`src/rtl/dmem_arbiter.sv`:
```
// dmem_arbiter: shares the single-port data memory between the core and a
// host burst port. The core wins every cycle; the host advances one beat per
// free cycle. Optional starvation guard: define DMEM_ARB_STARVE_EN to force a
// host beat after STARVE_LIMIT consecutive blocked burst cycles.
module dmem_arbiter #(
    parameter int unsigned AW           = 8,
    parameter int unsigned DW           = 8,
    parameter int unsigned STARVE_LIMIT = 15
) (
    input  logic          Clk,
    input  logic          Reset,
    input  logic          core_req,
    input  logic          core_we,
    input  logic [AW-1:0] core_addr,
    input  logic [DW-1:0] core_wdata,
    output logic          core_gnt,
    input  logic          host_start,
    input  logic          host_we,
    input  logic [AW-1:0] host_addr,
    input  logic [7:0]    host_len,
    input  logic [DW-1:0] host_wdata,
    output logic          host_beat,
    output logic [DW-1:0] host_rdata,
    output logic          host_rvalid,
    output logic          host_busy,
    output logic          host_done,
    output logic [AW-1:0] mem_addr,
    output logic          mem_we,
    output logic [DW-1:0] mem_wdata,
    input  logic [DW-1:0] mem_rdata
);

    if (STARVE_LIMIT < 1 || STARVE_LIMIT > 255) begin : g_bad_limit
        $error("dmem_arbiter: STARVE_LIMIT must be in 1..255");
    end

    typedef enum logic [1:0] {
        IDLE  = 2'd0,
        BURST = 2'd1,
        DONE  = 2'd2
    } state_t;

    state_t        state_q, state_d;
    logic [AW-1:0] addr_q, addr_d;
    logic [7:0]    remain_q, remain_d;
    logic          we_q, we_d;
    logic [DW-1:0] rdata_q;
    logic          rvalid_q;
    logic          force_beat;
    logic          beat;

`ifdef DMEM_ARB_STARVE_EN
    logic [7:0] starve_q, starve_d;

    // Starve guard: count burst cycles lost to the core, force a beat at the limit
    always_comb begin
        force_beat = (state_q == BURST) && (starve_q == 8'(STARVE_LIMIT));
        starve_d   = '0;
        if (state_q == BURST && !beat) begin
            starve_d = starve_q + 8'd1;
        end
    end

    // Starve counter register
    always_ff @(posedge Clk or posedge Reset) begin
        if (Reset) begin
            starve_q <= '0;
        end else begin
            starve_q <= starve_d;
        end
    end
`else
    assign force_beat = 1'b0;
`endif

    // Burst sequencing and core/host arbitration
    always_comb begin
        state_d  = state_q;
        addr_d   = addr_q;
        remain_d = remain_q;
        we_d     = we_q;
        beat     = 1'b0;
        core_gnt = core_req;
        case (state_q)
            IDLE: begin
                if (host_start) begin
                    we_d     = host_we;
                    addr_d   = host_addr;
                    remain_d = host_len;
                    state_d  = (host_len == 8'd0) ? DONE : BURST;
                end
            end
            BURST: begin
                beat     = !core_req || force_beat;
                core_gnt = core_req && !beat;
                if (beat) begin
                    addr_d   = addr_q + AW'(1);
                    remain_d = remain_q - 8'd1;
                    if (remain_q == 8'd1) begin
                        state_d = DONE;
                    end
                end
            end
            DONE:    state_d = IDLE;
            default: state_d = IDLE;
        endcase
    end

    // Memory port mux: host beat takes the port, otherwise the core drives it
    always_comb begin
        mem_addr  = core_addr;
        mem_we    = core_we && core_gnt;
        mem_wdata = core_wdata;
        if (beat) begin
            mem_addr  = addr_q;
            mem_we    = we_q;
            mem_wdata = host_wdata;
        end
    end

    // State, burst pointer and registered read-data path
    always_ff @(posedge Clk or posedge Reset) begin
        if (Reset) begin
            state_q  <= IDLE;
            addr_q   <= '0;
            remain_q <= '0;
            we_q     <= 1'b0;
            rdata_q  <= '0;
            rvalid_q <= 1'b0;
        end else begin
            state_q  <= state_d;
            addr_q   <= addr_d;
            remain_q <= remain_d;
            we_q     <= we_d;
            rvalid_q <= beat && !we_q;
            if (beat && !we_q) begin
                rdata_q <= mem_rdata;
            end
        end
    end

    assign host_beat   = beat;
    assign host_rdata  = rdata_q;
    assign host_rvalid = rvalid_q;
    assign host_busy   = (state_q != IDLE);
    assign host_done   = (state_q == DONE);

endmodule

```
`config.mk`:
```
export PLATFORM = sky130hd
export DESIGN_NAME = dmem_arbiter
export DESIGN_NICKNAME = d
export VERILOG_FILES = /design/src/rtl/dmem_arbiter.sv
export SDC_FILE = /design/constraint.sdc
export NUM_CORES = 1
export LEC_CHECK = 0
export ABC_AREA = 1
export BUFFER_PORTS_ARGS = -buffer_cell sky130_fd_sc_hd__clkbuf_2
export CAP_MARGIN = 20
export CORE_UTILIZATION = 47
export DETAILED_ROUTE_END_ITERATION = 8
export GPL_TIMING_DRIVEN = 0
export HOLD_SLACK_MARGIN = 0.15
export PLACE_DENSITY = 0.82
export SLEW_MARGIN = 20
export SYNTH_ARGS = -nofsm -noshare
export SYNTH_HDL_FRONTEND = slang
export SYNTH_SLANG_ARGS = --single-unit
```
`constraint.sdc`:
```
create_clock -name Clk -period 1.7 [get_ports Clk]
set_input_delay 0.51 -clock Clk [delete_from_list [all_inputs] [get_ports Clk]]
set_output_delay 0.51 -clock Clk [all_outputs]
set_load 0.005 [all_outputs]
```
# == Yosys cells after proc, flatten, opt, wreduce, memory -nomap -nowiden ==
# Index checks and enable logic that the tools add are counted.
# op_classes
add_sub_neg,2
eq_ne,6
n_mux,15
n_reduce_logical,11
# ops
operator,count
8-bit 2-to-1 mux,6
8-bit case mux with 2 select lines,2
"8-bit by 1-bit adder with 8-bit output, second input constant",1
"8-bit by 1-bit equality test with 1-bit output, second input constant",1
8-bit logical NOT,1
2-bit 2-to-1 mux,4
"8-bit by 1-bit subtractor with 8-bit output, second input constant",1
"2-bit inequality test, second input constant",3
3-bit AND reduction,2
2-bit case mux with 2 select lines,1
2-bit nonzero test,2
"2-bit by 1-bit equality test with 1-bit output, second input constant",1
"2-bit equality test, second input constant",1
1-bit logical AND,2
1-bit logical NOT,2
2-bit logical NOT,1
1-bit 2-to-1 mux,2
2-bit AND reduction,1
# totals
ff_bits,28
inputBits,54
output_inout_bits,30
word_cells,40

# == Longest topological paths before layout ==
# Gate-level depths: netlist of run 1.
# depth
ltp_word,4
ltp_mapped,8
depth_no_buf,8

# == Worst setup path before layout of run 1 ==
# OpenSTA, ideal clock, no wires.
# synth_path
path_type,input to output
startpoint,input port core_req
endpoint,output port mem_addr[0]
t_arrival_ns,1.046
t_required_ns,1.190
path_slack_ns,0.144
stages,4
n_path_buf,1
cell_sequence,inv_1 -> nand2_4 -> clkbuf_1 -> o21ai_0
# synth_via
elab_chain_cells,3
# synth_rtl
item,line,rtl
"start, declared",12,"input logic core_req,"
1-bit logical NOT,94,beat = !core_req || force_beat;
1-bit 2-to-1 mux,84,case (state_q)
8-bit 2-to-1 mux,114,if (beat) begin
"end, declared",27,"output logic [AW-1:0] mem_addr,"
# No other way between the ends.

# == Worst setup path after layout of run 1 ==
# layout_path
startpoint,register state_q[0]
endpoint,output port mem_addr[3]
# layout_via
elab_chain_cells,3
# layout_rtl
item,line,rtl
"start, declared",43,"state_t state_q, state_d;"
"start signal, assigned",131,state_q <= state_d;
2-bit by 1-bit equality test with 1-bit output,84,
1-bit 2-to-1 mux,84,
8-bit 2-to-1 mux,114,
# No other way between the ends.

==> results of run 1 <==
-- sequential cells by signal (all words and copies together) (netlist names) --
register / count
addr_q: 8
state_q: 2
we_q: 1
host_rvalid: 1
remain_q: 8
host_rdata: 8
-- power by group --
| group | internal (mW) | total, mW | leakage [nW] | switching (mW) |
|---|---|---|---|---|
| registers | 0.985 | 1.27 | 0.341 | 0.286 |
| clock network | 0.315 | 0.527 | 0.0357 | 0.211 |
| logic | 1.06 | 2.47 | 1.13 | 1.41 |
| total | 2.36 | 4.27 | 1.50 | 1.91 |
-- synthesized netlist by cell type --
| library cell | n | area share, % |
|---|---|---|
| a21oi_1 | 8 | 2.2 |
| o211ai_1 | 1 | 0.41 |
| nand2_4 | 3 | 1.8 |
| inv_2 | 2 | 0.41 |
| nand2_1 | 114 | 23 |
| a31oi_1 | 1 | 0.34 |
| buf_2 | 2 | 0.54 |
| clkbuf_1 | 1 | 0.20 |
| nor3_1 | 2 | 0.54 |
| nand4_1 | 3 | 1.0 |
| and3_1 | 1 | 0.34 |
| inv_4 | 1 | 0.34 |
| clkinv_2 | 1 | 0.27 |
| nor2_4 | 1 | 0.61 |
| buf_4 | 2 | 0.81 |
| a31oi_2 | 1 | 0.68 |
| nor2_2 | 1 | 0.34 |
| ha_1 | 3 | 2.0 |
| o21ai_0 | 22 | 6.0 |
| nand3_1 | 15 | 4.1 |
| dfrtp_1 | 28 | 38 |
| nand2_2 | 1 | 0.34 |
| xor2_1 | 3 | 1.4 |
| inv_1 | 27 | 5.5 |
| o21ai_2 | 1 | 0.47 |
| o21ai_1 | 1 | 0.27 |
| or2_2 | 2 | 0.68 |
| buf_6 | 4 | 2.4 |
| nor2_1 | 25 | 5.1 |
-- worst paths after layout --
path                                            from                        end  slack (ns)
max                           state_q[0]$_DFFE_PP0P_                mem_addr[3]       -0.19
min                                            Reset  host_rdata[1]$_DFFE_PP0P_        0.27
max reg2reg                    addr_q[1]$_DFFE_PP0P_      addr_q[4]$_DFFE_PP0P_        0.27
min reg2reg                host_rdata[4]$_DFFE_PP0P_  host_rdata[4]$_DFFE_PP0P_        0.48
max in group asynchronous                      Reset    remain_q[5]$_DFFE_PP0P_        1.03
min in group Clk                        mem_rdata[7]  host_rdata[7]$_DFFE_PP0P_        0.42
-- placed cells by master (no fill, tap or decap), drive strengths merged --
cell and instances:
nand2 118, clkbuf 84, inv 30, dfrtp 28
nor2 27, o21ai 24, buf 20, nand3 15
a21oi 8, xor2 3, nand4 3, ha 3
nor3 2, or2 2, a31oi 2, o211ai 1
and3 1, clkinv 1, bufinv 1
-- cell type report --
| type | instances | area (sq um) | area share, % |
|---|---|---|---|
| multi-input cells | 209 | 997 | 39.2 |
| flip-flops and latches | 28 | 701 | 27.5 |
| repair buffers | 92 | 499 | 19.6 |
| inverters | 31 | 123 | 4.82 |
| plain buffers | 9 | 93.8 | 3.69 |
| well taps | 48 | 60.1 | 2.36 |
| clock buffers | 3 | 41.3 | 1.62 |
| clock inverters | 1 | 30.0 | 1.18 |
-- per-stage QoR --
stage | cell area, sq um | hold WS, ns
after floorplan | 1850 | 0.471
after global placement | 2330 | 0.463
after detailed placement | 2330 | 0.467
after CTS | 2530 | 0.417
after global routing | 2540 | 0.316
final | 2540 | 0.268
-- layer usage --
metal / up-vias / global-route usage (%) / routed length, um
met4: 0 / 9.44 / 65
met1: 925 / 30.0 / 2060
li1: 1056 / - / -
met3: 6 / 1.76 / 323
met5: - / 0 / 0
met2: 77 / 44.9 / 2450
-- cell families after synthesis --
logic type      share of synthesized area, %
xor+xnor                                1.42
flops                                   37.9
buf+inv                                 10.5
simple gates                            37.9
compound gates                          10.3
fa+ha+maj                               2.03
-- timing repair --
item                       in CTS  in global routing
resized for setup              28                  6
cloned                          2                  0
setup buffers                   7                  0
pin swaps                       2                  1
setup endpoints to repair      18                 19
==> results.json, run 1 <==
{
  "grt_max_degree": 29,
  "cts_tree": "yes",
  "ant_nets": 0,
  "skew_ns": 0.00455,
  "clock_latency_ns": 0.28,
  "slowest_delay_ns": 0.37,
  "crit_type": "flip-flop to output port",
  "slew_viol_final": 0,
  "syn_to_final_growth_pct": 37.5,
  "htree_num_levels": 1,
  "routed_wl_mm": 4.89,
  "antenna_found_initial": 0,
  "syn-cell-area_sq_mm": 0.00185,
  "drtIter0Drc": 47,
  "endpoint_kind": "output port",
  "cp_max_fo": 6,
  "io_pins": 84,
  "final_util_pct": 68.5,
  "rsz0062_at_grt": "yes",
  "cts-root-buf": "clkbuf_8",
  "rr_worst_depth": 6,
  "timing.final.ws_setup_ns": -0.185,
  "initial_core_util_pct": 49.8,
  "port_buffers": 83,
  "outcome": "complete, but fails checks",
  "cp.arrival_ns": 1.38,
  "worstPathRequired_ns": 1.19,
  "syn_inst": 277,
  "cts_max_path_buffers": 2,
  "dpl.hpwl_mm": 3.65,
  "cts.sink_count": 28,
  "num-fill-cells": 331,
  "place_inst": 408,
  "postCtsHoldBufs": 0,
  "crit_path_cell_trace": "inv_2 > nor2_4 > nand2_4 > clkbuf_8 > o21ai_2 > clkbuf_2",
  "wire_per_inst_um": 11.6,
  "cts_made_buffers": 3,
  "fmax_ghz": 0.530,
  "die-area_sq_mm": 0.00419,
  "nets": 431,
  "drc": 0,
  "place_ws_ns": -0.283,
  "cts.clk_slew.worst_paths_ns": 0.10,
  "final.setup.tns_ns": -2.58,
  "ys_seq_area_share_pct": 37.9,
  "period_needed_ns": 1.89,
  "diodes": 0,
  "cp_top_family": "flip-flops",
  "via_per_inst": 4.90,
  "grt_pass1_vias": 1909,
  "timing.final.crit_share_pct": 111,
  "vias": 2064,
  "path_buf_inv": 3,
  "power_leakage_nw": 1.50,
  "synth_seq_cells": 28,
  "startpoint_type": "flip-flop",
  "chipHeight_um": 64.7,
  "synth_fp_nets": 334,
  "core.rowCount": 22,
  "core_sq_mm": 0.00372,
  "setup_viol": 18,
  "max_slew.worst_pin.slew_ns": 0.593,
  "gp_congestion": 0.865,
  "final_cells": 421,
  "dieWidth_um": 64.7,
  "synth_cell_types": 29,
  "min-delay-path-class": "input pin to async pin",
  "first_pass_iters": 4,
  "yosysWarningCount": 0,
  "power_density_mw_per_mm2": 1680,
  "crit_slowest_cell": "dfrtp_1",
  "totalPowerFinal_mw": 4.27,
  "cap_violations": 0,
  "vdd_drop_max_mv": 0.847,
  "grt_overflow": 0,
  "hold_viol": 0,
  "syn_area_per_cell_sq_um": 6.68,
  "grt_pass1_wl_mm": 8.07,
  "failed_checks": "setup timing",
  "grt_use_total_pct": 24.7,
  "path_depth": 6,
  "drive_gt1_share_pct": 35.7,
  "slew_headroom_pct": 60.4
}
No activity file was read; power rests on OpenSTA's default activity.
==> run 2, diff against run 1 <==
Settings changed: BUFFER_PORTS_ARGS -buffer_cell sky130_fd_sc_hd__clkbuf_2 to -buffer_cell sky130_fd_sc_hd__buf_2, CTS_BUF_LIST set to sky130_fd_sc_hd__clkbuf_8 sky130_fd_sc_hd__clkbuf_16, SKIP_LAST_GASP set to 1.
==> results.json, run 2 (synthesis results as in run 1) <==
{
  "path_buf_inv": 3,
  "hold_viol": 0,
  "cts_made_buffers": 3,
  "drc": 0,
  "p_int_mw": 2.38,
  "skew_ns": 0.00263,
  "r2r_slack_ns": 0.10,
  "place_ws_ns": -0.283,
  "outcome": "complete, but fails checks",
  "timing.final.ws_setup_ns": -0.180,
  "p_sw_share_pct": 45.3,
  "gp_congestion": 0.852,
  "startpoint_type": "flip-flop",
  "slew_viol_final": 0,
  "ant_nets": 0,
  "drive_gt1_share_pct": 36.3,
  "cts.clk_slew.worst_paths_ns": 0.10,
  "num-fill-cells": 329,
  "antenna_found_initial": 0,
  "nets": 433,
  "htree_num_levels": 1,
  "min-delay-path-class": "input pin to async pin",
  "failed_checks": "setup timing",
  "pwr-share-clk_pct": 12.4,
  "slowest_delay_ns": 0.42,
  "rsz0062_at_grt": "yes",
  "routed_wl_mm": 5.23,
  "initial_core_util_pct": 49.8,
  "vias": 2123,
  "drtIter0Drc": 66,
  "grt_max_degree": 29,
  "io_pins": 84,
  "period_needed_ns": 1.88,
  "cap_violations": 0,
  "p_sw_mw": 1.97,
  "crit_slowest_cell": "dfrtp_1",
  "dieWidth_um": 64.7,
  "core.rowCount": 22,
  "cp.arrival_ns": 1.37,
  "port_buffers": 83,
  "critPathLaunch": "state_q[1]$_DFFE_PP0P_",
  "final_util_pct": 68.9,
  "wire_per_inst_um": 12.4,
  "fmax_ghz": 0.532,
  "r2r_start": "state_q[1]$_DFFE_PP0P_",
  "die-area_sq_mm": 0.00419,
  "crit_path_cell_trace": "nor2_4 > nand2_4 > inv_4 > buf_6 > nand2_2 > nand2_1 > buf_2",
  "max_slew.worst_pin.slew_ns": 0.608,
  "grt_overflow": 0,
  "grt_pass1_vias": 1929,
  "grt_pass1_wl_mm": 8.48,
  "p_seq_share_pct": 29.3,
  "power_density_mw_per_mm2": 1700,
  "final_cell_mix": "105 x nand2_1, 84 x buf_2, 28 x dfrtp_1, 26 x inv_1, 24 x nor2_1",
  "dpl.hpwl_mm": 3.69,
  "first_pass_iters": 4,
  "core_sq_mm": 0.00372,
  "postCtsHoldBufs": 0,
  "cp_max_fo": 6,
  "cts_max_path_buffers": 2,
  "diodes": 0,
  "crit_type": "flip-flop to output port",
  "timing.final.crit_share_pct": 111,
  "slew_headroom_pct": 59.4,
  "power_leakage_nw": 1.50,
  "endpoint_kind": "output port",
  "cts.sink_count": 28,
  "worstPathRequired_ns": 1.19,
  "chipHeight_um": 64.7,
  "cts_tree": "yes",
  "cp_top_family": "flip-flops",
  "combinationalPowerShare_pct": 58.3,
  "syn_to_final_growth_pct": 38.4,
  "via_per_inst": 5.02,
  "grt_use_total_pct": 25.8,
  "vdd_drop_max_mv": 0.855,
  "layout_commonest_cell": "nand2_1",
  "rr_worst_depth": 10,
  "cts-root-buf": "clkbuf_8",
  "setup_viol": 19,
  "clock_latency_ns": 0.28,
  "r2r_end": "addr_q[3]$_DFFE_PP0P_"
}
run 2: changes by cell type in the layout (fill, tap and decap cells not counted), sizes merged:
cell	before	now
buf	20	101
clkbuf	84	5
run 2: cell type report:
class | instances | area [sq um] | area share [%]
timing repair buffer | 94 | 512 | 20.0
multi-input combinational | 209 | 1000 | 39.1
buffer | 9 | 93.8 | 3.66
tap | 48 | 60.1 | 2.34
sequential | 28 | 701 | 27.4
inverter | 31 | 123 | 4.79
clock inverter | 1 | 30.0 | 1.17
clock buffer | 3 | 41.3 | 1.61
run 2: power by group through the flow:
stage | clock network, mW | registers [mW] | logic, mW
floorplan | 0 | 1.23 | 1.55
global placement | 0 | 1.27 | 2.13
detailed placement | 0 | 1.29 | 2.20
CTS | 0.538 | 1.26 | 2.45
global route | 0.579 | 1.32 | 2.86
finish | 0.537 | 1.28 | 2.54
run 2: worst max path at each step:
stage,to,slack [ns],cells past startpoint
2_1_floorplan,mem_addr[0],0.14,4
3_3_place_gp,mem_addr[6],-0.23,7
3_5_place_dp,mem_addr[5],-0.28,7
4_1_cts,mem_addr[7],-0.17,6
5_1_grt,mem_addr[2],-0.26,7
6_report,mem_wdata[5],-0.18,7
run 2: per-layer routing:
metal / GRT usage (%) / share of wire (%)
met4: 6.94 / 0.82
met3: 2.46 / 7.4
met5: 0 / 0
met2: 46.2 / 51
met1: 32.8 / 41
run 2: through the flow:
step                      cell area (sq um)  instances  setup TNS [ns]  hold WS (ns)  total power [mW]
after detailed placement               2330        408           -3.05         0.463              3.49
after global routing                   2560        423           -4.24         0.344              4.75
after global placement                 2330        408           -2.79         0.458              3.40
after CTS                              2520        420           -2.73         0.420              4.25
after floorplan                        1850        277               0         0.471              2.78
final                                  2560        423           -2.93         0.283              4.35
run 2: worst register-to-register path: cells and delay by family (launching register included):
family / cells / cell delay (ns)
AND/OR/NAND/NOR: 5 / 0.46
flip-flops: 1 / 0.42
buffers and inverters: 5 / 0.62
run 2: timing repair:
item                                    in CTS  in global routing
resized for setup                           26                  7
buffers inserted                             6                  3
pin swaps                                    3                  3
endpoints found under the setup margin      18                 19
cloned                                       2                  0
==> run 3, diff against run 2 <==
Settings changed: CORE_ASPECT_RATIO set to 0.75, CORE_UTILIZATION 47 to 45, PLACE_DENSITY 0.82 to 0.79.
==> results.json, run 3 (synthesis results as in run 1) <==
{
  "drive_gt1_share_pct": 36.4,
  "outcome": "complete, but fails checks",
  "crit_top_cell": "nand2_1",
  "via_per_inst": 4.93,
  "cts.sink_count": 28,
  "combinationalPowerShare_pct": 59.9,
  "initial_core_util_pct": 48.7,
  "slew_viol_final": 0,
  "clock_latency_ns": 0.28,
  "htree_num_levels": 1,
  "wire_per_inst_um": 12.2,
  "p_seq_share_pct": 30.1,
  "dieWidth_um": 76.0,
  "grt_overflow": 0,
  "totalPowerFinal_mw": 4.23,
  "endpoint_kind": "output port",
  "min-delay-path-class": "input pin to async pin",
  "place_inst": 412,
  "vdd_drop_max_mv": 0.762,
  "core_sq_mm": 0.00380,
  "io_pins": 84,
  "routed_wl_mm": 5.22,
  "layout_commonest_cell": "nand2_1",
  "final_cell_mix": "107 x nand2_1, 83 x buf_2, 28 x dfrtp_1, 26 x inv_1, 24 x nor2_1",
  "cap_violations": 0,
  "grt_pass1_vias": 2052,
  "p_int_mw": 2.29,
  "crit_slowest_cell": "dfrtp_1",
  "pwr-share-clk_pct": 10.0,
  "grt_max_degree": 29,
  "grt_use_total_pct": 25.3,
  "syn_to_final_growth_pct": 38.5,
  "crit_type": "flip-flop to output port",
  "p_sw_mw": 1.95,
  "period_needed_ns": 1.90,
  "rsz0062_at_grt": "yes",
  "antenna_found_initial": 0,
  "grt_pass1_wl_mm": 8.87,
  "dpl.hpwl_mm": 3.68,
  "vias": 2109,
  "gp_congestion": 0.869,
  "crit_path_cell_trace": "nor2_4 > nand2_4 > inv_4 > buf_6 > nand2_1 > nand2_1 > buf_2",
  "power_leakage_nw": 1.50,
  "whs_ns": 0.288,
  "place_area_sq_mm": 0.00233,
  "final.setup.tns_ns": -3.18,
  "cts-root-buf": "clkbuf_8",
  "hold_viol": 0,
  "diodes": 0,
  "power_density_mw_per_mm2": 1650,
  "first_pass_iters": 4,
  "num-fill-cells": 341,
  "cts_max_path_buffers": 2,
  "max_slew.worst_pin.slew_ns": 0.606,
  "startpoint_type": "flip-flop",
  "cts.clk_slew.worst_paths_ns": 0.10,
  "setup_viol": 18,
  "port_buffers": 83,
  "drc": 0,
  "failed_checks": "setup timing",
  "final_area_sq_mm": 0.00256,
  "chipHeight_um": 57.5,
  "timing.final.crit_share_pct": 112,
  "timing.final.ws_setup_ns": -0.202,
  "nets": 434,
  "die-area_sq_mm": 0.00438,
  "ant_nets": 0,
  "cp.arrival_ns": 1.39,
  "cts_made_buffers": 3,
  "slew_headroom_pct": 59.6,
  "drtIter0Drc": 89,
  "p_sw_share_pct": 46.0,
  "slowest_delay_ns": 0.41,
  "cp_max_fo": 6,
  "final_cells": 428,
  "core.rowCount": 19,
  "skew_ns": 0.00285,
  "fmax_ghz": 0.526,
  "worstPathRequired_ns": 1.19,
  "cts_tree": "yes"
}
## run 3: cell types whose count changed in the layout (fill, tap and decap cells not counted), sizes merged
cell / delta
bufinv: -1
buf: +2
## run 3: final timing paths
path	startpoint	endpoint	slack, ns	depth (start not counted)
hold reg to reg	host_rdata[7]$_DFFE_PP0P_	host_rdata[7]$_DFFE_PP0P_	0.49	2
setup reg to reg	state_q[1]$_DFFE_PP0P_	addr_q[2]$_DFFE_PP0P_	0.19	9
max in group asynchronous	Reset	addr_q[4]$_DFFE_PP0P_	1.01	2
setup / recovery	state_q[1]$_DFFE_PP0P_	mem_addr[2]	-0.20	7
min in group Clk	mem_rdata[2]	host_rdata[2]$_DFFE_PP0P_	0.42	3
hold / removal	Reset	host_rdata[7]$_DFFE_PP0P_	0.29	2
## run 3: what timing repair did
| action | in CTS | in global routing |
|---|---|---|
| setup endpoints to repair | 18 | 19 |
| gates resized for setup | 22 | 12 |
| hold buffers | 0 | 0 |
| endpoints found under the hold margin | 0 | 0 |
| buffers inserted | 7 | 3 |
| gates cloned | 2 | 0 |
| pin swaps | 1 | 5 |
## run 3: layout make-up
cell class	count	area, sq um	share of cell area (%)
Buffer	9	95.1	3.71
Clock buffer	4	55.1	2.15
Inverter	31	123	4.78
Multi-Input combinational cell	209	1000	39.1
Sequential cell	28	701	27.3
Tap cell	52	65.1	2.54
Timing Repair Buffer	95	522	20.4
## run 3: layer usage
| metal | GRT usage, % | share of wire, % |
|---|---|---|
| met4 | 6.87 | 1.3 |
| met2 | 45.5 | 48 |
| met5 | 0 | 0 |
| met3 | 5.76 | 8.0 |
| met1 | 31.1 | 43 |
## run 3: through the flow
stage / util [%] / worst slack (ns)
CTS: 65.9 / -0.159
detailed placement: 61.3 / -0.210
global placement: 61.3 / -0.217
finish: 67.4 / -0.202
global route: 67.4 / -0.283
floorplan: - / 0.144
## run 3: worst max-delay path: cells and delay by family, from the launching register on
| kind | cells | cell delay [ns] |
|---|---|---|
| buffers and inverters | 3 | 0.32 |
| flip-flops | 1 | 0.41 |
| AND/OR/NAND/NOR | 4 | 0.38 |
## run 3: power by group through the flow
stage                     clock network (mW)  registers, mW  logic [mW]
after floorplan                            0           1.23        1.55
after global placement                     0           1.27        2.13
after detailed placement                   0           1.29        2.18
after CTS                              0.431           1.26        2.42
after global routing                   0.453           1.31        2.87
final                                  0.422           1.28        2.54
